[src/rtl/spi_pkg.sv]
// Shared SPI initiator definitions: frame geometry, peripheral register map
// and the controller state encoding.
package spi_pkg;

    localparam int SPI_FRAME_W = 16;
    localparam int SPI_BIT_CNT_W = 5;

    localparam logic [6:0] ADDR_EN_OUT_7_0  = 7'd0;
    localparam logic [6:0] ADDR_EN_OUT_15_8 = 7'd1;
    localparam logic [6:0] ADDR_EN_PWM_7_0  = 7'd2;
    localparam logic [6:0] ADDR_EN_PWM_15_8 = 7'd3;
    localparam logic [6:0] ADDR_PWM_DUTY    = 7'd4;

    typedef enum logic [2:0] {
        ST_IDLE,
        ST_SETUP,
        ST_SHIFT,
        ST_HOLD,
        ST_GAP
    } spi_state_t;

    // Frame bit0 is the write flag and is shifted out first.
    function automatic logic [SPI_FRAME_W-1:0] spi_frame(
        input logic       wr,
        input logic [6:0] addr,
        input logic [7:0] data
    );
        return {data, addr, wr};
    endfunction

endpackage

[src/rtl/spi_clk_div.sv]
// Half-period timebase for sclk: one-cycle tick every CLK_DIV clocks while
// enabled, restarting from zero whenever the enable drops.
module spi_clk_div
    import spi_pkg::*;
#(
    parameter int CLK_DIV = 4
) (
    input  logic clk,
    input  logic rst,
    input  logic en,
    output logic tick
);

    localparam int CNT_W = (CLK_DIV > 1) ? $clog2(CLK_DIV) : 1;
    localparam logic [CNT_W-1:0] CNT_LAST = CNT_W'(CLK_DIV - 1);

    logic [CNT_W-1:0] cnt;

    always_ff @(posedge clk) begin
        if (rst || !en) begin
            cnt <= '0;
        end else if (cnt == CNT_LAST) begin
            cnt <= '0;
        end else begin
            cnt <= cnt + CNT_W'(1);
        end
    end

    assign tick = en && (cnt == CNT_LAST);

endmodule

[src/rtl/spi_controller.sv]
// SPI mode-0 register-write initiator: one 16-bit LSB-first frame per
// accepted request, with programmable cs setup and inter-frame gap.
//
// state    | meaning
// ---------+----------------------------------------------------------
// ST_IDLE  | cs high, req_ready high, waiting for a request
// ST_SETUP | cs low, sclk low, CS_SETUP cycles before the first rise
// ST_SHIFT | 16 sclk periods, copi advances on each falling edge
// ST_HOLD  | sclk low for CLK_DIV cycles with bit15 still on copi
// ST_GAP   | cs high again, CS_GAP cycles before the next request
module spi_controller
    import spi_pkg::*;
#(
    parameter int CLK_DIV  = 4,
    parameter int CS_SETUP = 4,
    parameter int CS_GAP   = 8
) (
    input  logic       clk,
    input  logic       rst,
    input  logic       req_valid,
    output logic       req_ready,
    input  logic       req_wr,
    input  logic [6:0] req_addr,
    input  logic [7:0] req_data,
    output logic       busy,
    output logic       done,
    output logic       sclk,
    output logic       cs,
    output logic       copi
);

    localparam int TMR_MAX = (CS_SETUP > CS_GAP) ? CS_SETUP : CS_GAP;
    localparam int TMR_W = $clog2(TMR_MAX + 1);
    localparam logic [TMR_W-1:0] SETUP_LOAD = TMR_W'(CS_SETUP - 1);
    localparam logic [TMR_W-1:0] GAP_LOAD = TMR_W'(CS_GAP - 1);
    localparam logic [SPI_BIT_CNT_W-1:0] BIT_LAST = SPI_BIT_CNT_W'(SPI_FRAME_W - 1);
    localparam logic [SPI_BIT_CNT_W-1:0] BIT_END = SPI_BIT_CNT_W'(SPI_FRAME_W);

    spi_state_t               state;
    logic [SPI_FRAME_W-1:0]   shreg;
    logic [SPI_BIT_CNT_W-1:0] bit_cnt;
    logic [TMR_W-1:0]         tmr;
    logic                     div_en;
    logic                     tick;

    assign div_en    = (state == ST_SHIFT) || (state == ST_HOLD);
    assign req_ready = (state == ST_IDLE);

    // shreg[0] is always the bit on the wire, so copi needs no extra mux.
    assign copi = shreg[0];

    spi_clk_div #(
        .CLK_DIV(CLK_DIV)
    ) u_clk_div (
        .clk (clk),
        .rst (rst),
        .en  (div_en),
        .tick(tick)
    );

    always_ff @(posedge clk) begin
        if (rst) begin
            state   <= ST_IDLE;
            cs      <= 1'b1;
            sclk    <= 1'b0;
            busy    <= 1'b0;
            done    <= 1'b0;
            shreg   <= '0;
            bit_cnt <= '0;
            tmr     <= '0;
        end else begin
            done <= 1'b0;
            case (state)
                ST_IDLE: begin
                    if (req_valid) begin
                        shreg   <= spi_frame(req_wr, req_addr, req_data);
                        cs      <= 1'b0;
                        busy    <= 1'b1;
                        bit_cnt <= '0;
                        tmr     <= SETUP_LOAD;
                        state   <= ST_SETUP;
                    end
                end
                ST_SETUP: begin
                    if (tmr == '0) begin
                        sclk  <= 1'b1;
                        state <= ST_SHIFT;
                    end else begin
                        tmr <= tmr - TMR_W'(1);
                    end
                end
                ST_SHIFT: begin
                    if (tick) begin
                        if (sclk) begin
                            sclk    <= 1'b0;
                            bit_cnt <= bit_cnt + SPI_BIT_CNT_W'(1);
                            // Bit15 stays on copi through the final low phase and HOLD.
                            if (bit_cnt != BIT_LAST) begin
                                shreg <= shreg >> 1;
                            end
                        end else if (bit_cnt == BIT_END) begin
                            state <= ST_HOLD;
                        end else begin
                            sclk <= 1'b1;
                        end
                    end
                end
                ST_HOLD: begin
                    if (tick) begin
                        cs    <= 1'b1;
                        done  <= 1'b1;
                        shreg <= '0;
                        tmr   <= GAP_LOAD;
                        state <= ST_GAP;
                    end
                end
                ST_GAP: begin
                    if (tmr == '0) begin
                        busy  <= 1'b0;
                        state <= ST_IDLE;
                    end else begin
                        tmr <= tmr - TMR_W'(1);
                    end
                end
                default: begin
                    state <= ST_IDLE;
                end
            endcase
        end
    end

endmodule

[config.mk]
export PLATFORM = sky130hd
export DESIGN_NAME = spi_controller
export DESIGN_NICKNAME = d
export VERILOG_FILES = /design/src/rtl/spi_pkg.sv /design/src/rtl/spi_clk_div.sv /design/src/rtl/spi_controller.sv
export SDC_FILE = /design/constraint.sdc
export NUM_CORES = 1
export LEC_CHECK = 0
export ABC_CLOCK_PERIOD_IN_PS = 1900
export CELL_PAD_IN_SITES_DETAIL_PLACEMENT = 1
export CELL_PAD_IN_SITES_GLOBAL_PLACEMENT = 1
export CORE_MARGIN = 2
export CORE_UTILIZATION = 37
export DETAILED_ROUTE_END_ITERATION = 8
export PLACE_DENSITY_LB_ADDON = 0.1
export SYNTH_ARGS = -nofsm -noshare
export SYNTH_HDL_FRONTEND = slang
export SYNTH_SLANG_ARGS = --single-unit
[constraint.sdc]
create_clock -name clk -period 1.9 [get_ports clk]
set_clock_uncertainty 0.1 [all_clocks]
set_input_delay 0.475 -clock clk [delete_from_list [all_inputs] [get_ports clk]]
set_output_delay 0.475 -clock clk [all_outputs]
set_load 0.02 [all_outputs]
==> results of run 1 <==
[report_power, final]
group | leakage, nW | switching, W | total, W | internal (W)
combinational | 0.661 | 0.000529 | 0.00102 | 0.000487
sequential | 0.281 | 0.0000668 | 0.000894 | 0.000827
clock | 0.0482 | 0.000260 | 0.000552 | 0.000292
[per-stage QoR]
stage	setup slack [ps]	total power, W	cells
after floorplan	8.300	0.001500	229
after global placement	-343.6	0.001812	328
after detailed placement	-410.8	0.001823	328
after CTS	-69.30	0.002456	338
after global routing	-124.4	0.002648	339
final	-69.04	0.002463	339
[state kept, by name, summed over array words and instances (netlist names)]
name / flops
done: 1
state: 3
tmr: 4
busy: 1
bit_cnt: 5
sclk: 1
shreg: 16
cs: 1
u_clk_div.cnt: 2
[critical path, delay by kind of cell, from the launching register on]
family | cells | cell delay [ps]
DFF | 1 | 340
and+or+nand+nor | 1 | 150
buffers and inverters | 1 | 150
AOI/OAI and AO/OA | 3 | 840
adders and majority gates | 2 | 300
[per-layer routing]
layer	global-route usage, %	routed length [um]	up-vias
met4	7.602	92	0
met1	22.68	2298	836
met2	32.27	2349	26
met3	3.704	105	11
li1	-	-	895
met5	0	0	-
[area by class of cell]
| cell class | count | area share (%) |
|---|---|---|
| clock buffer | 7 | 3.327 |
| multi-input combinational | 153 | 44.17 |
| clock inverter | 1 | 0.1929 |
| inverter | 25 | 3.616 |
| tap | 70 | 3.375 |
| sequential | 34 | 26.47 |
| timing repair buffer | 49 | 18.85 |
[what timing repair did]
item,in CTS,in global routing
cloned,1,0
setup buffers,1,1
endpoints found under the setup margin,17,21
resized for setup,16,14
pin swaps,1,8
[cell usage after synthesis, types with 3 or more instances]
cell	instances	area [um^2]
buf_2	3	15.01
nand2_1	9	33.78
nor2_1	14	52.55
dfxtp_1	34	680.7
inv_1	25	93.84
clkbuf_1	11	41.29
nor3_1	6	30.03
nand2b_1	6	37.54
xnor2_1	3	26.28
a221oi_1	6	52.55
and3_1	3	18.77
ha_1	6	75.07
a21oi_1	22	110.1
or2_2	14	87.58
a211oi_1	3	22.52
a31oi_1	3	18.77
a221oi_2	9	135.1
o21ai_0	17	85.08
nand3b_1	3	22.52
[worst max-delay path by stage]
stage                     slack [ps]  depth (start not counted)               startpoint                     to
after floorplan                    8                          6      tmr[0]$_SDFFE_PP0P_    tmr[0]$_SDFFE_PP0P_
after global placement          -340                          6                req_valid  shreg[5]$_SDFFE_PP0P_
after detailed placement        -410                          6                req_valid  shreg[2]$_SDFFE_PP0P_
after CTS                        -70                          7  bit_cnt[1]$_SDFFE_PP0P_  shreg[2]$_SDFFE_PP0P_
after global routing            -120                          7  bit_cnt[1]$_SDFFE_PP0P_  shreg[1]$_SDFFE_PP0P_
final                            -70                          7  bit_cnt[1]$_SDFFE_PP0P_  shreg[1]$_SDFFE_PP0P_
[kinds of logic after synthesis]
| kind of cell | count (synthesis) | share of synthesized area, % |
|---|---|---|
| AO/OA/AOI/OAI | 77 | 30.27 |
| AND/OR/NAND/NOR | 66 | 18.97 |
| buffers and inverters | 42 | 8.923 |
| flip-flops | 34 | 35.95 |
| adder cells (fa/ha/maj) | 6 | 3.966 |
| XOR/XNOR | 3 | 1.388 |
| multiplexers | 1 | 0.5288 |
==> results.sh, run 1 <==
export IMPL_fin_area_mm2=0.002595
export IMPL_worst_slack_ps=-69.04
export IMPL_worst_pin_slew_ps=358.6
export IMPL_status="finished with violations"
export IMPL_htreeDepth=2
export IMPL_r2r_start="bit_cnt[1]$_SDFFE_PP0P_"
export IMPL_max_freq_ghz=0.5079
export IMPL_grt_pass1_wl_um=8155
export IMPL_clock_root_buffer="clkbuf_8"
export IMPL_worstHoldStart="u_clk_div.cnt[0]$_SDFF_PP0_"
export IMPL_synth_seq_cells=34
export IMPL_cp_common_cell="ha_4"
export IMPL_fin_tns_setup_ps=-715.2
export IMPL_clock_latency_ps=280
export IMPL_core_area_mm2=0.005010
export IMPL_post_dp_cell_area_mm2=0.002354
export IMPL_crit_type="flop to flop"
export IMPL_synth_edf_count=0
export IMPL_n_antenna_cell=0
export IMPL_yosysSeqAreaShare_pct=35.96
export IMPL_required_ps=2000
export IMPL_initial_core_util_pct=37.79
export IMPL_clk_pin_slew_ps=70
export IMPL_hpwl_um=3182
export IMPL_cp_start_kind="flop"
export IMPL_regToRegSetupSlack_ps=-70
export IMPL_cts_sinks=34
export IMPL_port_buffers=24
export IMPL_grt_overflow=0
export IMPL_relSlewSlack_pct=75.48
export IMPL_via_per_inst=5.215
export IMPL_worst_endpoint_arrival_ps=2070
export IMPL_die_h_um=75.53
export IMPL_rsz0062_at_grt="true"
export IMPL_synthFlopType="dfxtp_1"
export IMPL_grt_pass1_vias=1799
export IMPL_hold_ws_ps=340.2
export IMPL_final_common_cell="dfxtp_1"
export IMPL_wl_um=4846
export IMPL_cts_buffer_depth=2
export IMPL_worst_path_largest_cell_delay_ps=340
export IMPL_ctsHoldBuffers=0
export IMPL_io_pins=25
export IMPL_cts_made_buffers=5
export IMPL_placementRows=26
export IMPL_drtIter0Drc=64
export IMPL_min_to="u_clk_div.cnt[0]$_SDFF_PP0_"
export IMPL_cts_tree="built"
export IMPL_syn_area_mm2=0.001893
export IMPL_crit_fanout=8
export IMPL_drt_pass1_iterations=4
export IMPL_wl_per_cell_um=14.29
export IMPL_min_path_cells=1
export IMPL_reg2regPathDepth=7
export IMPL_synth_cell_types=42
export IMPL_violations="negative setup slack"
export IMPL_die_w_um=75.53
export IMPL_critical_path_cell_chain="ha_4, and3_4, ha_4, a221o_1, a21o_4, buf_12, a221oi_2"
export IMPL_layout_common_cells="29 x dfxtp_1, 24 x inv_1, 20 x a21oi_1, 20 x clkdlybuf4s50_1, 20 x buf_4"
export IMPL_setup_viol=15
export IMPL_slowest_stage="dfxtp_2"
export IMPL_slew_violations=0
export IMPL_fin_util_pct=51.80
export IMPL_track_usage_pct=18.68
export IMPL_r2r_end="shreg[1]$_SDFFE_PP0P_"
export IMPL_max_cap_violations=0
export IMPL_drive_above_1_share_pct=30.11
export IMPL_async_reset_ff_share_pct=0
export IMPL_power_density_mw_per_mm2=949.0
export IMPL_seqCellArea_um2=686.9
export IMPL_ys_warn_count=0
export IMPL_ant_nets=0
export IMPL_finalHoldViolCount=0
export IMPL_fin_crit_ps=1969
export IMPL_drc=0
export IMPL_p_leak_nw=0.9909
export IMPL_routabilityCongestion=0.7769
export IMPL_period_share_pct=103.6
export IMPL_antenna_found_initial=0
export IMPL_fp_dieArea_mm2=0.005705
export IMPL_grt_max_degree=35
export IMPL_syn_nets=254
export IMPL_multi_input_area_mm2=0.001146
export IMPL_vdd_drop_max_mv=0.4048
export IMPL_vias=1768
export IMPL_cp_end_kind="flop"
export IMPL_syn_to_final_growth_pct=37.08
export IMPL_holdCritPathClass="flop to flop"
export IMPL_final_nets=293
export IMPL_num_fill_cells=596
export IMPL_syn_inst=229
export IMPL_synth_avg_cell_area_um2=8.267
No activity file was read; power rests on OpenSTA's default activity.
==> inputs of run 2 (changes only) <==
GPL_ROUTABILITY_DRIVEN = 0   (was unset)
==> results of run 2 <==
Final layout, timing and power as in run 1 (identical DEF).
